--- src/rtl/fetch_unit_if.sv ---
// ============================================================================
//  Module      : fetch_unit_if
//  Description : Instruction-memory request/acknowledge bus used by the
//                fetch stage.
//                  req   - fetch request (master -> memory)
//                  addr  - fetch address, stable while req=1 and no ack
//                  ack   - request completes this cycle (memory -> master)
//                  rdata - instruction word, valid when ack=1
//  Revision    : 1.0 - initial release
// ============================================================================
`default_nettype none

interface fetch_unit_if;
    logic        req;
    logic [31:0] addr;
    logic        ack;
    logic [31:0] rdata;

    modport master (
        output req,
        output addr,
        input  ack,
        input  rdata
    );

    modport slave (
        input  req,
        input  addr,
        output ack,
        output rdata
    );
endinterface

`default_nettype wire

--- src/rtl/fetch_unit.sv ---
// ============================================================================
//  Module      : fetch_unit
//  Description : MIPS instruction-fetch stage. Owns the fetch PC, runs a
//                req/ack handshake with instruction memory, absorbs decode
//                stalls with a one-entry skid buffer, redirects to branch
//                targets after the delay slot and to exception targets at
//                once.
//  Ports       : clk, rst (async, active-low)
//                stall, flush, exc_pc, branch_flag, branch_addr  (decode/CP0)
//                imem        (fetch_unit_if.master, instruction memory bus)
//                if_valid, if_addr, if_inst, if_stall_req, if_addr_err
//  Config      : FETCH_ALIGN_CHECK_EN - when defined, a misaligned fetch PC
//                issues no request; an error entry is handed to decode and
//                fetching halts until flush. When undefined the low two
//                address bits are forced to zero and if_addr_err stays 0.
//  Revision    : 1.0 - initial release
// ============================================================================
`default_nettype none

module fetch_unit #(
    parameter logic [31:0] RESET_PC = 32'hBFC0_0000
) (
    input  wire logic        clk,
    input  wire logic        rst,
    input  wire logic        stall,
    input  wire logic        flush,
    input  wire logic [31:0] exc_pc,
    input  wire logic        branch_flag,
    input  wire logic [31:0] branch_addr,
    fetch_unit_if.master     imem,
    output logic             if_valid,
    output logic [31:0]      if_addr,
    output logic [31:0]      if_inst,
    output logic             if_stall_req,
    output logic             if_addr_err
);

    // HALT is only reachable when the alignment check is compiled in.
    typedef enum logic [1:0] {
        ST_FETCH = 2'd0,
        ST_HOLD  = 2'd1,
        ST_DROP  = 2'd2,
        ST_HALT  = 2'd3
    } state_t;

    state_t      state_q,      state_d;
    logic [31:0] fetch_pc_q,   fetch_pc_d;
    logic        req_q,        req_d;
    logic [31:0] addr_q,       addr_d;
    logic        out_valid_q,  out_valid_d;
    logic [31:0] out_addr_q,   out_addr_d;
    logic [31:0] out_inst_q,   out_inst_d;
    logic        skid_valid_q, skid_valid_d;
    logic [31:0] skid_addr_q,  skid_addr_d;
    logic [31:0] skid_inst_q,  skid_inst_d;
    logic        redir_pend_q, redir_pend_d;
    logic [31:0] redir_addr_q, redir_addr_d;
    logic        stall_req_q,  stall_req_d;
    logic        addr_err_q,   addr_err_d;

    logic        w_ack;
    logic        w_out_free;
    logic        w_branch_take;
    logic [31:0] w_seq_pc;
    logic        w_issue;
    logic [31:0] w_issue_addr;

    always_comb begin
        state_d      = state_q;
        fetch_pc_d   = fetch_pc_q;
        req_d        = req_q;
        addr_d       = addr_q;
        out_valid_d  = out_valid_q;
        out_addr_d   = out_addr_q;
        out_inst_d   = out_inst_q;
        skid_valid_d = skid_valid_q;
        skid_addr_d  = skid_addr_q;
        skid_inst_d  = skid_inst_q;
        redir_pend_d = redir_pend_q;
        redir_addr_d = redir_addr_q;
        addr_err_d   = addr_err_q;
        w_issue      = 1'b0;
        w_issue_addr = fetch_pc_q;

        w_ack         = req_q & imem.ack;
        // Output register may be (re)loaded when decode takes it or it is empty.
        w_out_free    = ~stall | ~out_valid_q;
        w_branch_take = branch_flag & out_valid_q & ~stall;

        // Address following an acked request.
        if (w_branch_take) begin
            w_seq_pc = branch_addr;
        end else if (redir_pend_q) begin
            w_seq_pc = redir_addr_q;
        end else begin
            w_seq_pc = fetch_pc_q + 32'd4;
        end

        if (flush) begin
            out_valid_d  = 1'b0;
            out_addr_d   = 32'h0;
            out_inst_d   = 32'h0;
            skid_valid_d = 1'b0;
            skid_addr_d  = 32'h0;
            skid_inst_d  = 32'h0;
            redir_pend_d = 1'b0;
            addr_err_d   = 1'b0;
            fetch_pc_d   = exc_pc;
            if (req_q && !imem.ack) begin
                // Request still outstanding: keep it on the bus and throw
                // its data away when it returns.
                state_d = ST_DROP;
                req_d   = 1'b1;
            end else begin
                w_issue      = 1'b1;
                w_issue_addr = exc_pc;
            end
        end else begin
            case (state_q)
                ST_FETCH: begin
                    if (!req_q) begin
                        // First cycle out of reset.
                        w_issue      = 1'b1;
                        w_issue_addr = fetch_pc_q;
                    end else if (w_ack) begin
                        if (w_out_free) begin
                            out_valid_d = 1'b1;
                            out_addr_d  = addr_q;
                            out_inst_d  = imem.rdata;
                        end else begin
                            skid_valid_d = 1'b1;
                            skid_addr_d  = addr_q;
                            skid_inst_d  = imem.rdata;
                        end
                        if (!w_branch_take && redir_pend_q) begin
                            redir_pend_d = 1'b0;
                        end
                        fetch_pc_d = w_seq_pc;
                        if (w_out_free) begin
                            w_issue      = 1'b1;
                            w_issue_addr = w_seq_pc;
                        end else begin
                            state_d = ST_HOLD;
                            req_d   = 1'b0;
                        end
                    end else begin
                        if (!stall) begin
                            out_valid_d = 1'b0;
                            out_inst_d  = 32'h0;
                        end
                        // The in-flight request is the delay slot; redirect
                        // once it has been acked.
                        if (w_branch_take) begin
                            redir_pend_d = 1'b1;
                            redir_addr_d = branch_addr;
                        end
                    end
                end

                ST_HOLD: begin
                    if (!stall) begin
                        out_valid_d  = 1'b1;
                        out_addr_d   = skid_addr_q;
                        out_inst_d   = skid_inst_q;
                        skid_valid_d = 1'b0;
                        w_issue      = 1'b1;
                        // The skid entry already holds the delay slot, so a
                        // branch taken now goes straight to its target.
                        w_issue_addr = w_branch_take ? branch_addr : fetch_pc_q;
                    end
                end

                ST_DROP: begin
                    if (imem.ack) begin
                        w_issue      = 1'b1;
                        w_issue_addr = fetch_pc_q;
                    end
                end

                ST_HALT: begin
`ifdef FETCH_ALIGN_CHECK_EN
                    if (w_out_free) begin
                        if (!addr_err_q) begin
                            out_valid_d = 1'b1;
                            out_addr_d  = fetch_pc_q;
                            out_inst_d  = 32'h0;
                            addr_err_d  = 1'b1;
                        end else if (!stall) begin
                            out_valid_d = 1'b0;
                            out_inst_d  = 32'h0;
                        end
                    end
`else
                    w_issue      = 1'b1;
                    w_issue_addr = fetch_pc_q;
`endif
                end

                default: begin
                    state_d = ST_FETCH;
                end
            endcase
        end

        if (w_issue) begin
            fetch_pc_d = w_issue_addr;
`ifdef FETCH_ALIGN_CHECK_EN
            addr_d = w_issue_addr;
            if (w_issue_addr[1:0] != 2'b00) begin
                state_d = ST_HALT;
                req_d   = 1'b0;
            end else begin
                state_d = ST_FETCH;
                req_d   = 1'b1;
            end
`else
            addr_d  = {w_issue_addr[31:2], 2'b00};
            state_d = ST_FETCH;
            req_d   = 1'b1;
`endif
        end

        stall_req_d = ~out_valid_d;
    end

    always_ff @(posedge clk or negedge rst) begin
        if (!rst) begin
            state_q      <= ST_FETCH;
            fetch_pc_q   <= RESET_PC;
            req_q        <= 1'b0;
            addr_q       <= RESET_PC;
            out_valid_q  <= 1'b0;
            out_addr_q   <= 32'h0;
            out_inst_q   <= 32'h0;
            skid_valid_q <= 1'b0;
            skid_addr_q  <= 32'h0;
            skid_inst_q  <= 32'h0;
            redir_pend_q <= 1'b0;
            redir_addr_q <= 32'h0;
            stall_req_q  <= 1'b0;
            addr_err_q   <= 1'b0;
        end else begin
            state_q      <= state_d;
            fetch_pc_q   <= fetch_pc_d;
            req_q        <= req_d;
            addr_q       <= addr_d;
            out_valid_q  <= out_valid_d;
            out_addr_q   <= out_addr_d;
            out_inst_q   <= out_inst_d;
            skid_valid_q <= skid_valid_d;
            skid_addr_q  <= skid_addr_d;
            skid_inst_q  <= skid_inst_d;
            redir_pend_q <= redir_pend_d;
            redir_addr_q <= redir_addr_d;
            stall_req_q  <= stall_req_d;
            addr_err_q   <= addr_err_d;
        end
    end

    assign imem.req     = req_q;
    assign imem.addr    = addr_q;
    assign if_valid     = out_valid_q;
    assign if_addr      = out_addr_q;
    assign if_inst      = out_inst_q;
    assign if_stall_req = stall_req_q;
    assign if_addr_err  = addr_err_q;

endmodule

`default_nettype wire

--- src/flat_wrapper.sv ---
// flat-port wrapper written by rule: the top's interface ports become plain ports
module fetch_unit_flat 
#(
    parameter logic [31:0] RESET_PC = 32'hBFC0_0000
)
  (clk, rst, stall, flush, exc_pc, branch_flag, branch_addr, if_valid, if_addr, if_inst, if_stall_req, if_addr_err, imem_req, imem_addr, imem_ack, imem_rdata);
  fetch_unit_if imem_i ();
  input  wire logic clk;
  input  wire logic rst;
  input  wire logic stall;
  input  wire logic flush;
  input  wire logic [31:0] exc_pc;
  input  wire logic branch_flag;
  input  wire logic [31:0] branch_addr;
  output logic if_valid;
  output logic [31:0] if_addr;
  output logic [31:0] if_inst;
  output logic if_stall_req;
  output logic if_addr_err;
  output wire logic [$bits(imem_i.req)-1:0] imem_req;
  output wire logic [$bits(imem_i.addr)-1:0] imem_addr;
  input wire logic [$bits(imem_i.ack)-1:0] imem_ack;
  input wire logic [$bits(imem_i.rdata)-1:0] imem_rdata;
  assign imem_req = imem_i.req;
  assign imem_addr = imem_i.addr;
  assign imem_i.ack = imem_ack;
  assign imem_i.rdata = imem_rdata;
  fetch_unit #(.RESET_PC(RESET_PC)) u_core (.clk(clk), .rst(rst), .stall(stall), .flush(flush), .exc_pc(exc_pc), .branch_flag(branch_flag), .branch_addr(branch_addr), .imem(imem_i), .if_valid(if_valid), .if_addr(if_addr), .if_inst(if_inst), .if_stall_req(if_stall_req), .if_addr_err(if_addr_err));
endmodule
--- config.mk ---
export PLATFORM = sky130hd
export DESIGN_NAME = fetch_unit_flat
export DESIGN_NICKNAME = d
export VERILOG_FILES = /design/src/rtl/fetch_unit_if.sv /design/src/rtl/fetch_unit.sv /design/src/flat_wrapper.sv
export SDC_FILE = /design/constraint.sdc
export NUM_CORES = 1
export LEC_CHECK = 0
export CORE_AREA = 2 2 148 150
export DETAILED_ROUTE_END_ITERATION = 12
export DIE_AREA = 0 0 150 152
export PLACE_DENSITY = 0.91
export SYNTH_ARGS = -nofsm -noshare
export SYNTH_HDL_FRONTEND = slang
export SYNTH_SLANG_ARGS = --single-unit
--- constraint.sdc ---
create_clock -name clk -period 5.7 [get_ports clk]
set_input_delay 1.14 -clock clk [delete_from_list [all_inputs] [get_ports clk]]
set_output_delay 1.14 -clock clk [all_outputs]
set_load 0.1 [all_outputs]
# == After elaboration in Yosys (flattened, before gate mapping) ==
# Index checks and enable logic that the tools add are counted.
# totals
elab_cells,136
input_bits,102
ff_bits,228
# classes
n_reduce_logical,23
eq_ne,18
add_sub_neg,1
mux,72
bitwise,9
# ops
operator,count
32-bit two-way mux,35
32-bit case mux with 2 select lines,2
32-bit case mux with 3 select lines,1
32-bit by 3-bit adder with 32-bit output (second input constant),1
1-bit two-way mux,25
5-bit AND reduction,4
3-bit inequality test (second input constant),5
3-bit nonzero test,5
2-bit two-way mux,7
4-bit by 3-bit inequality test with 1-bit output (second input constant),3
10-bit AND reduction,1
3-bit by 2-bit inequality test with 1-bit output (second input constant),3
4-bit inequality test (second input constant),2
4-bit AND reduction,2
2-bit nonzero test,3
1-bit NOT,5
2-bit == test (second input constant),2
1-bit case mux with 4 select lines,1
1-bit AND,3
3-bit by 1-bit inequality test with 1-bit output (second input constant),1
3-bit AND reduction,1
2-bit by 1-bit == test with 1-bit output (second input constant),1
1-bit logical AND,2
1-bit logical NOT,2
6 further kinds,6

# == Logic depth before layout (Yosys ltp) ==
# Gate-level depths: netlist of the first run.
# depth
ltp_word,9
ltp_mapped,10
ltp_nobuf,8

# == Worst setup path after synthesis of the first run ==
# Ideal clock, no wire load.
# synth_timing
path_type,input -> register
start,input port stall
end,register u_core.fetch_pc_q[12]
stages,8
path_slack_ns,2.884
arrival_time_ns,2.674
path_buffers,1
t_required_ns,5.558
path_cell_list,buf_2 > nand4bb_1 > nor2_1 > nor2_1 > a221o_2 > a21oi_1 > a311o_1 > a31oi_1
# synth_between
elab_chain_cells,9
elab_cells_between_ends,26
cone_classes,mux: 19; bitwise: 3; reduce/logical: 4
# synth_lines
item,line_no,rtl
from (decl),flat_wrapper.sv:10,input wire logic stall;
1-bit NOT,"fetch_unit.sv:87, fetch_unit.sv:88",
1-bit bitwise OR or 1-bit AND (tied branches),"fetch_unit.sv:87, fetch_unit.sv:88",
1-bit two-way mux or 32-bit two-way mux (tied branches),"fetch_unit.sv:139, fetch_unit.sv:91",
1-bit two-way mux or 32-bit two-way mux (tied branches),"fetch_unit.sv:125, fetch_unit.sv:139",
1-bit two-way mux or 32-bit two-way mux (tied branches),"fetch_unit.sv:121, fetch_unit.sv:125",
1-bit case mux with 4 select lines or 32-bit two-way mux (tied branches),"fetch_unit.sv:119, fetch_unit.sv:121",
1-bit two-way mux or 32-bit case mux with 3 select lines (tied branches),"fetch_unit.sv:99, fetch_unit.sv:119",
3-bit nonzero test (no line) or 32-bit two-way mux (tied branches),--,
3-bit AND reduction (no line) or 32-bit two-way mux (tied branches),--,
to (signal assigned),fetch_unit.sv:244,fetch_pc_q <= fetch_pc_d;
to (decl),fetch_unit.sv:47,"logic [31:0] fetch_pc_q, fetch_pc_d;"
# Several ways; a longest one is shown, not always the timed one. The select of a mux whose other input is x is not followed.
# A chain may end at the register's enable or synchronous reset.

# == Worst setup path after layout of the first run ==
# layout_timing
start,input port imem_ack
end,register u_core.fetch_pc_q[12]
# layout_between
elab_chain_cells,7
elab_cells_between_ends,19
cone_classes,mux: 12; bitwise: 1; reduce/logical: 6
# layout_lines
item,line_no,rtl
from (decl),flat_wrapper.sv:22,input wire logic [$bits(imem_i.ack)-1:0] imem_ack;
1-bit AND,fetch_unit.sv:85,w_ack = req_q & imem.ack;
1-bit two-way mux,fetch_unit.sv:125,end else if (w_ack) begin
1-bit two-way mux,fetch_unit.sv:121,if (!req_q) begin
1-bit case mux with 4 select lines,fetch_unit.sv:119,case (state_q)
1-bit two-way mux,fetch_unit.sv:99,if (flush) begin
3-bit nonzero test (no line),--,
3-bit AND reduction (no line),--,
# Several ways; a longest one is shown, not always the timed one. The select of a mux whose other input is x is not followed.

==> impl_metrics.json, run 1 <==
{
  "drive_gt1_share_pct": 9.52,
  "cp_cell_sequence": "clkdlybuf4s50_1 > nand4bb_1 > nor2_2 > nor2_1 > a221o_2 > a21oi_1 > a311o_1 > a31oi_1",
  "synth_ff_type": "dfrtp_1",
  "fin_worst_skew_ns": 0.0159,
  "syn_to_final_growth_pct": 21.2,
  "post_cts_resized": 0,
  "worstSetupPathType": "input pin to register",
  "synth.distinct_cells": 96,
  "syn_inst": 1423,
  "gp_congestion": 1.02,
  "start_kind": "input pin",
  "drc": 0,
  "core_area_sq_um": 21400,
  "wl_mm": 39.7,
  "ant_nets": 0,
  "std_cell_rows": 54,
  "finalCritPeriodShare_pct": 72.5,
  "io_buffers": 192,
  "worstMarginPinSlew_ns": 1.17,
  "dpl-instance-area_sq_um": 14200,
  "die_height_microns": 152,
  "clock_sinks": 220,
  "fin_crit_ns": 4.13,
  "p_leak_nw": 6.31,
  "path_delay_family": "simple AND/OR/NAND/NOR gates",
  "wl_per_cell_microns": 21.7,
  "rsz0062_at_grt": "false",
  "slew_headroom_pct": 21.8,
  "dp_hpwl_mm": 26.3,
  "maxCapViolCount": 0,
  "peakVddDrop_uv": 218,
  "cts_tree": "yes",
  "multi_input_area_sq_um": 6170,
  "htree_levels": 1,
  "slowest_stage": "clkdlybuf4s50_1",
  "fin_nets": 1641,
  "vias": 12018,
  "power.density_nw_per_um2": 353,
  "grt_max_degree": 119,
  "crit_required_ns": 6.07,
  "antenna_found_initial": 0,
  "status": "completed",
  "fin_area_sq_um": 15000,
  "ys_ff_latch": 220,
  "yosysSeqAreaShare_pct": 44.8,
  "initial_utilization_pct": 57.8,
  "clock_latency_ns": 0.51,
  "cp_max_fo": 11,
  "crit_arrival_ns": 4.50,
  "die_w_microns": 150,
  "grt_pass1_wl_mm": 62.4,
  "syn_area_per_cell_sq_um": 8.67,
  "finalHoldViolCount": 0,
  "rrSetupSlack_ns": 2.19,
  "critPathCaptureType": "register",
  "grt_pass1_vias": 11419,
  "cts_setup_buffers": 0,
  "cp_slowest_stage_delay_ns": 0.76,
  "drt_pre_antenna_iters": 8,
  "final_cell_mix": "nand2_1, dfrtp_1, clkdlybuf4s50_1",
  "yosys_warnings": 0,
  "maxSlewViolCount": 0,
  "cts.clk_slew.worst_paths_ns": 0.06,
  "track_usage_pct": 34.5,
  "netlist_area_sq_um": 12300,
  "tns_ns": 0,
  "clockRootBuffer": "clkbuf_16",
  "n_fill_cell": 1617,
  "routed_via_density": 6.55,
  "synth-async-reset-ratio_pct": 100,
  "critPathBufInv": 1,
  "holdBufCountCts": 0,
  "synth_edf_count": 0,
  "fmax_mhz": 242,
  "io_pins": 202,
  "numCtsBuffers": 23,
  "finalSetupViolCount": 0,
  "gr-total-overflow": 0,
  "final_common_cell": "nand2_1",
  "drtIter0Drc": 1764,
  "hp-class": "register to register",
  "die_area_sq_um": 22800,
  "diodes": 0,
  "cts_buffer_depth": 3,
  "seq_area_sq_um": 5530
}
[state kept, by name, indices dropped and copies added (netlist names)]
register	cells
u_core.if_inst	32
u_core.skid_inst_q	32
u_core.fetch_pc_q	30
u_core.if_addr	30
u_core.imem.addr	30
u_core.redir_addr_q	30
u_core.skid_addr_q	30
u_core.state_q	2
u_core.if_stall_req	1
u_core.if_valid	1
u_core.imem.req	1
u_core.redir_pend_q	1
[cell type report]
| cell class | count | area share [%] |
|---|---|---|
| Sequential cell | 220 | 36.9 |
| Inverter | 13 | 0.326 |
| Timing Repair Buffer | 219 | 14.3 |
| Multi-Input combinational cell | 1061 | 41.2 |
| Clock inverter | 5 | 0.502 |
| Clock buffer | 36 | 4.37 |
| Tap cell | 280 | 2.34 |
[cells by family after synthesis]
family | after synthesis | share of synthesized area (%)
simple gates | 528 | 18.7
xor+xnor | 23 | 1.63
mux | 71 | 6.11
flops | 220 | 44.8
other cells | 1 | 0.0304
fa+ha+maj | 1 | 0.101
buf+inv | 146 | 5.73
compound gates | 433 | 22.9
[worst min-delay path, cell delays in order, from the launching register on]
cell and delay (ns):
dfrtp_1 0.34, nand2_1 0.05, o31ai_1 0.05
[where the power goes]
part	internal (mW)	leakage (nW)	switching [mW]
Sequential	1.78	2.83	0.235
Combinational	0.501	3.12	1.27
Clock	0.876	0.357	0.614
[cell usage after synthesis, drive strengths merged (20+ instances only)]
| cell | instances | area, sq um |
|---|---|---|
| mux2i | 39 | 390 |
| o31ai | 33 | 248 |
| clkbuf | 83 | 373 |
| a22oi | 42 | 315 |
| nand3 | 39 | 200 |
| buf | 48 | 263 |
| mux2 | 32 | 364 |
| a21oi | 152 | 764 |
| a211oi | 20 | 150 |
| a31oi | 21 | 131 |
| nor2 | 101 | 397 |
| dfrtp | 202 | 5050 |
| o21ai | 68 | 340 |
| nand2 | 310 | 1170 |
[metrics by stage]
stage / total power, mW / utilization (%) / setup slack (ns) / cells / hold WS, ns
detailed placement: 3.78 / 66.7 / 1.36 / 1793 / 0.468
floorplan: 3.26 / - / 2.88 / 1427 / 0.470
global route: 5.46 / 70.1 / 1.63 / 1834 / 0.493
global placement: 3.73 / 66.7 / 1.37 / 1793 / 0.461
finish: 5.28 / 70.1 / 1.57 / 1834 / 0.473
CTS: 5.25 / 70.1 / 1.86 / 1834 / 0.481
[per-layer routing]
metal,GRT usage (%),up-vias,wire [microns]
met3,7.69,147,4970
met4,15.3,0,1800
met5,0,-,0
met1,49.5,5676,15600
li1,-,5311,-
met2,50.1,884,17400
[final timing paths]
kind                                    start  depth (start not counted)                       to
setup reg to reg            u_core.state_q[0]                          8     u_core.fetch_pc_q[9]
max in group asynchronous                 rst                          2          u_core.imem.req
setup / recovery                     imem_ack                          8    u_core.fetch_pc_q[12]
hold / removal             u_core.if_addr[20]                          2       u_core.if_addr[20]
hold reg to reg            u_core.if_addr[20]                          2       u_core.if_addr[20]
min in group asynchronous                 rst                          1  u_core.redir_addr_q[19]
No activity file was read; power rests on OpenSTA's default activity.
==> inputs of run 2 (changes only) <==
CORE_AREA = 2 2 162 164   (was 2 2 148 150)
DIE_AREA = 0 0 164 166   (was 0 0 150 152)
PLACE_DENSITY = 0.82   (was 0.91)
clock period = 3.34 ns   (was 5.7 ns; I/O delays follow)
==> impl_metrics.json, run 2 (synthesis results as in run 1) <==
{
  "grt_pass1_wl_mm": 64.0,
  "cts.clk_slew.worst_paths_ns": 0.07,
  "initial_utilization_pct": 48.2,
  "io_pins": 202,
  "clockRootBuffer": "clkbuf_16",
  "cts_buffer_depth": 3,
  "postLayoutCoreUtil_pct": 59.8,
  "pwr-share-seq_pct": 36.9,
  "cts_tree": "yes",
  "status": "completed",
  "drc": 0,
  "io_buffers": 192,
  "drtIter0Drc": 1493,
  "routed_via_density": 6.10,
  "die_w_microns": 164,
  "wl_per_cell_microns": 21.2,
  "vias": 11823,
  "clock_latency_ns": 0.54,
  "diodes": 0,
  "htree_levels": 1,
  "core_area_sq_um": 25600,
  "drt_pre_antenna_iters": 7,
  "peakVddDrop_uv": 526,
  "ant_nets": 0,
  "slowest_stage": "and3b_1",
  "maxSlewViolCount": 0,
  "antenna_found_initial": 1,
  "grt_max_degree": 95,
  "p_int_mw": 5.58,
  "final_cell_mix": "nand2_1, dfrtp_1, buf_4",
  "fin_nets": 1688,
  "crit_arrival_ns": 3.22,
  "die_height_microns": 166,
  "track_usage_pct": 29.8,
  "path_common_cell": "a21oi_1",
  "worstMarginPinSlew_ns": 0.791,
  "cp_cell_sequence": "clkdlybuf4s50_1 > and3b_1 > buf_4 > or3_1 > o21ai_0 > a21oi_1 > a21oi_1 > a311o_1 > a31oi_1",
  "seq_area_sq_um": 5530,
  "gr-total-overflow": 0,
  "maxCapViolCount": 0,
  "numCtsBuffers": 24,
  "drive_gt1_share_pct": 18.4,
  "fin_hold_ws_ns": 0.186,
  "fin_crit_ns": 2.76,
  "cp_slowest_stage_delay_ns": 0.54,
  "post_cts_resized": 0,
  "fin_worst_skew_ns": 0.0221,
  "power_frac_clock_pct": 30.3,
  "pwr-share-comb_pct": 32.7,
  "swShare_pct": 39.9,
  "tns_ns": 0,
  "finalHoldViolCount": 0,
  "p_leak_nw": 6.75,
  "p_sw_mw": 3.71,
  "crit_required_ns": 3.80,
  "rsz0062_at_grt": "false",
  "n_fill_cell": 2247,
  "syn_to_final_growth_pct": 24.1,
  "finalCritPeriodShare_pct": 82.6,
  "std_cell_rows": 59,
  "cts_setup_buffers": 0,
  "hp-class": "input pin to asynchronous set/reset pin",
  "gp_congestion": 0.995,
  "finalSetupViolCount": 0,
  "multi_input_area_sq_um": 6170,
  "power.density_nw_per_um2": 606,
  "clock_sinks": 220,
  "grt_pass1_vias": 11351,
  "holdBufCountCts": 0,
  "wl_mm": 41.1,
  "slew_headroom_pct": 47.3,
  "dp_hpwl_mm": 28.2,
  "die_area_sq_um": 27200,
  "worstSetupPathType": "input pin to register",
  "start_kind": "input pin",
  "critPathCaptureType": "register",
  "final_common_cell": "nand2_1",
  "fmax_mhz": 362,
  "cp_max_fo": 17
}
==> run 2: cell count changes in the layout (fill, tap and decap cells not counted), moves of 2 or more <==
cell             change
buf_12               +6
clkbuf_1             -4
clkdlybuf4s50_1     -95
buf_4              +135
clkinvlp_4           +2
clkbuf_8             +3
==> run 2: cell type report <==
cell class              instances  area share, %
flip-flops and latches        220           36.1
clock inverters                 8          0.857
clock buffers                  36           4.61
inverters                      13          0.318
multi-input cells            1061           40.2
well taps                     335           2.74
repair buffers                265           15.2
==> run 2: per-layer routing <==
layer	vias to the layer above	GRT usage, %	wire [microns]
li1	5402	-	-
met1	5582	43.4	16800
met2	717	43.6	17700
met3	122	6.89	4980
met4	0	10.9	1550
met5	-	0	0
==> run 2: per-stage QoR <==
step | instances | setup WS, ns | power (mW) | instance area, sq um
floorplan | 1427 | 0.660 | 5.57 | 12400
global placement | 1894 | 0.313 | 6.41 | 14500
detailed placement | 1894 | 0.181 | 6.47 | 14500
CTS | 1938 | 0.695 | 9.29 | 15300
global route | 1938 | 0.522 | 9.62 | 15300
finish | 1938 | 0.581 | 9.28 | 15300
==> run 2: path summary, 6_finish.rpt <==
path                                 startpoint                       to  slack, ns  depth (start not counted)
max                                 branch_flag    u_core.fetch_pc_q[12]       0.58                          9
min                                         rst  u_core.redir_addr_q[20]       0.19                          1
max reg2reg                u_core.fetch_pc_q[2]     u_core.imem.addr[18]       0.63                          9
min reg2reg                  u_core.if_addr[14]       u_core.if_addr[14]       0.48                          2
max in group asynchronous                   rst    u_core.fetch_pc_q[24]       2.30                          2
min in group clk             u_core.if_addr[14]       u_core.if_addr[14]       0.48                          2
==> run 2: critical path: cells and delay by family <==
family                 cells  cell delay (ns)
buffers and inverters      2             0.82
AOI/OAI and AO/OA          5             1.04
and+or+nand+nor            2             0.66
==> run 2: power groups by stage <==
| stage | combinational [mW] | clock (mW) | sequential (mW) |
|---|---|---|---|
| final | 3.04 | 2.82 | 3.43 |
| after global routing | 3.19 | 2.95 | 3.48 |
| after CTS | 3.02 | 2.86 | 3.42 |
| after detailed placement | 3.01 | 0 | 3.46 |
| after global placement | 2.96 | 0 | 3.44 |
| after floorplan | 1.06 | 0 | 4.50 |
==> inputs of run 3 (changes only) <==
clock period = 2.3 ns   (was 3.34 ns; I/O delays follow)
==> impl_metrics.json, run 3 (synthesis results as in run 1) <==
{
  "status": "finished, violations left",
  "violations": "setup timing",
  "cts_tree": "yes",
  "dp_hpwl_mm": 32.1,
  "drc": 0,
  "pwr-share-seq_pct": 35.1,
  "power_frac_clock_pct": 29.1,
  "maxCapViolCount": 0,
  "track_usage_pct": 32.3,
  "cts.clk_slew.worst_paths_ns": 0.06,
  "peakVddDrop_uv": 619,
  "numCtsBuffers": 25,
  "critPathCaptureType": "register",
  "fin_hold_ws_ns": 0.455,
  "io_buffers": 192,
  "hp-class": "input pin to asynchronous set/reset pin",
  "pwr-share-comb_pct": 35.9,
  "power.density_nw_per_um2": 839,
  "gr-total-overflow": 0,
  "drive_gt1_share_pct": 25.4,
  "clock_latency_ns": 0.55,
  "gp_congestion": 1.02,
  "io_pins": 202,
  "wl_per_cell_microns": 21.7,
  "rsz0062_at_grt": "true",
  "path_delay_family": "simple AND/OR/NAND/NOR gates",
  "fin_crit_ns": 2.32,
  "worstMarginPinSlew_ns": 0.703,
  "fin_worst_skew_ns": 0.0170,
  "swShare_pct": 40.2,
  "final_common_cell": "nand2_1",
  "pre_cts_ws_ns": -0.505,
  "crit_required_ns": 2.70,
  "grt_pass1_vias": 12103,
  "finalHoldViolCount": 0,
  "fin_nets": 1823,
  "worstSetupPathType": "input pin to register",
  "start_kind": "input pin",
  "finalSetupViolCount": 1,
  "cts_buffer_depth": 3,
  "p_leak_nw": 7.47,
  "critPathLaunch": "branch_flag",
  "std_cell_rows": 59,
  "slowest_stage": "clkdlybuf4s50_1",
  "die_height_microns": 166,
  "drtIter0Drc": 1783,
  "drt_pre_antenna_iters": 8,
  "grt_max_degree": 92,
  "wl_mm": 45.0,
  "maxSlewViolCount": 0,
  "diodes": 0,
  "die_area_sq_um": 27200,
  "fin_total_pwr_mw": 13.9,
  "clockRootBuffer": "clkbuf_16",
  "slew_headroom_pct": 53.1,
  "die_w_microns": 164,
  "final_cell_mix": "nand2_1, buf_4, dfrtp_1",
  "core_area_sq_um": 25600,
  "htree_levels": 1,
  "routed_via_density": 6.12,
  "initial_utilization_pct": 48.2,
  "p_sw_mw": 5.59,
  "critPathBufInv": 2,
  "cp_max_fo": 5,
  "tns_ns": -0.0172,
  "cp_slowest_stage_delay_ns": 0.56,
  "cp.depth": 9,
  "antenna_found_initial": 0,
  "reg2reg_depth": 8,
  "fmax_mhz": 432,
  "r2r-start": "u_core.state_q[1]",
  "layout_setup_ws_ns": -0.0172,
  "vias": 12689,
  "clock_sinks": 220,
  "cp_cell_sequence": "clkdlybuf4s50_1 > nor4bb_1 > buf_4 > nand2_1 > nor3_1 > a31oi_1 > o31a_1 > a311oi_1 > a211oi_1",
  "grt_pass1_wl_mm": 68.9,
  "syn_to_final_growth_pct": 34.2,
  "crit_arrival_ns": 2.72,
  "finalCritPeriodShare_pct": 101,
  "p_int_mw": 8.31,
  "ant_nets": 0
}
[run 3: cell count changes in the layout (fill, tap and decap cells not counted), sizes merged]
cell / change
clkinv: +1
inv: +1
bufinv: -1
buf: +133
dlygate4sd3: +1
[run 3: final timing paths]
check / end / slack, ns
max in group asynchronous: u_core.skid_inst_q[3] / 1.12
worst min-delay path: u_core.redir_addr_q[20] / 0.45
worst max register to register: u_core.fetch_pc_q[11] / 0
worst max-delay path: u_core.fetch_pc_q[11] / -0.02
worst min register to register: u_core.if_addr[18] / 0.48
min in group clk: u_core.if_addr[18] / 0.48
[run 3: what timing repair did]
item	in CTS	in global routing
pin swaps	0	2
hold endpoints to repair	42	0
hold buffers	1	0
cloned	0	0
resized for setup	1	18
endpoints found under the setup margin	1	32
setup buffers	0	3
[run 3: routing by layer]
layer | routed length [microns] | GRT usage [%] | part of all wire, % | vias to the layer above
met3 | 4990 | 7.22 | 11 | 118
met2 | 19600 | 47.9 | 44 | 762
met5 | 0 | 0 | 0 | -
li1 | - | - | - | 5682
met4 | 1420 | 9.34 | 3.2 | 0
met1 | 18900 | 47.6 | 42 | 6127
[run 3: power by group through the flow]
stage / Clock [mW] / Sequential [mW] / Combinational [mW]
2_1_floorplan: 0 / 6.54 / 1.55
3_3_place_gp: 0 / 4.90 / 4.82
3_5_place_dp: 0 / 4.91 / 4.88
4_1_cts: 4.07 / 4.85 / 4.90
5_1_grt: 4.23 / 4.92 / 5.22
6_report: 4.04 / 4.87 / 4.98
[run 3: worst reg2reg max path, cell delays in order (launching register included)]
cell	delay, ns
dfrtp_1	0.48
nor4bb_1	0.36
buf_4	0.17
nand2_1	0.22
nor3_1	0.27
a31oi_1	0.08
o31a_1	0.13
a311oi_1	0.32
a211oi_1	0.14
[run 3: cell type report]
class	instances	area [sq um]
fillers	2123	9060
repair buffers	399	3490
inverters	13	48.8
flip-flops and latches	220	5530
well taps	335	419
clock inverters	9	115
clock buffers	36	707
multi-input cells	1061	6240
[run 3: per-stage QoR]
step	utilization, %	cells	cell area, sq um
after global routing	64.6	2073	16600
after CTS	64.3	2070	16500
after global placement	61.0	2024	15600
after floorplan	-	1427	12400
after detailed placement	61.0	2024	15600
final	64.6	2073	16600
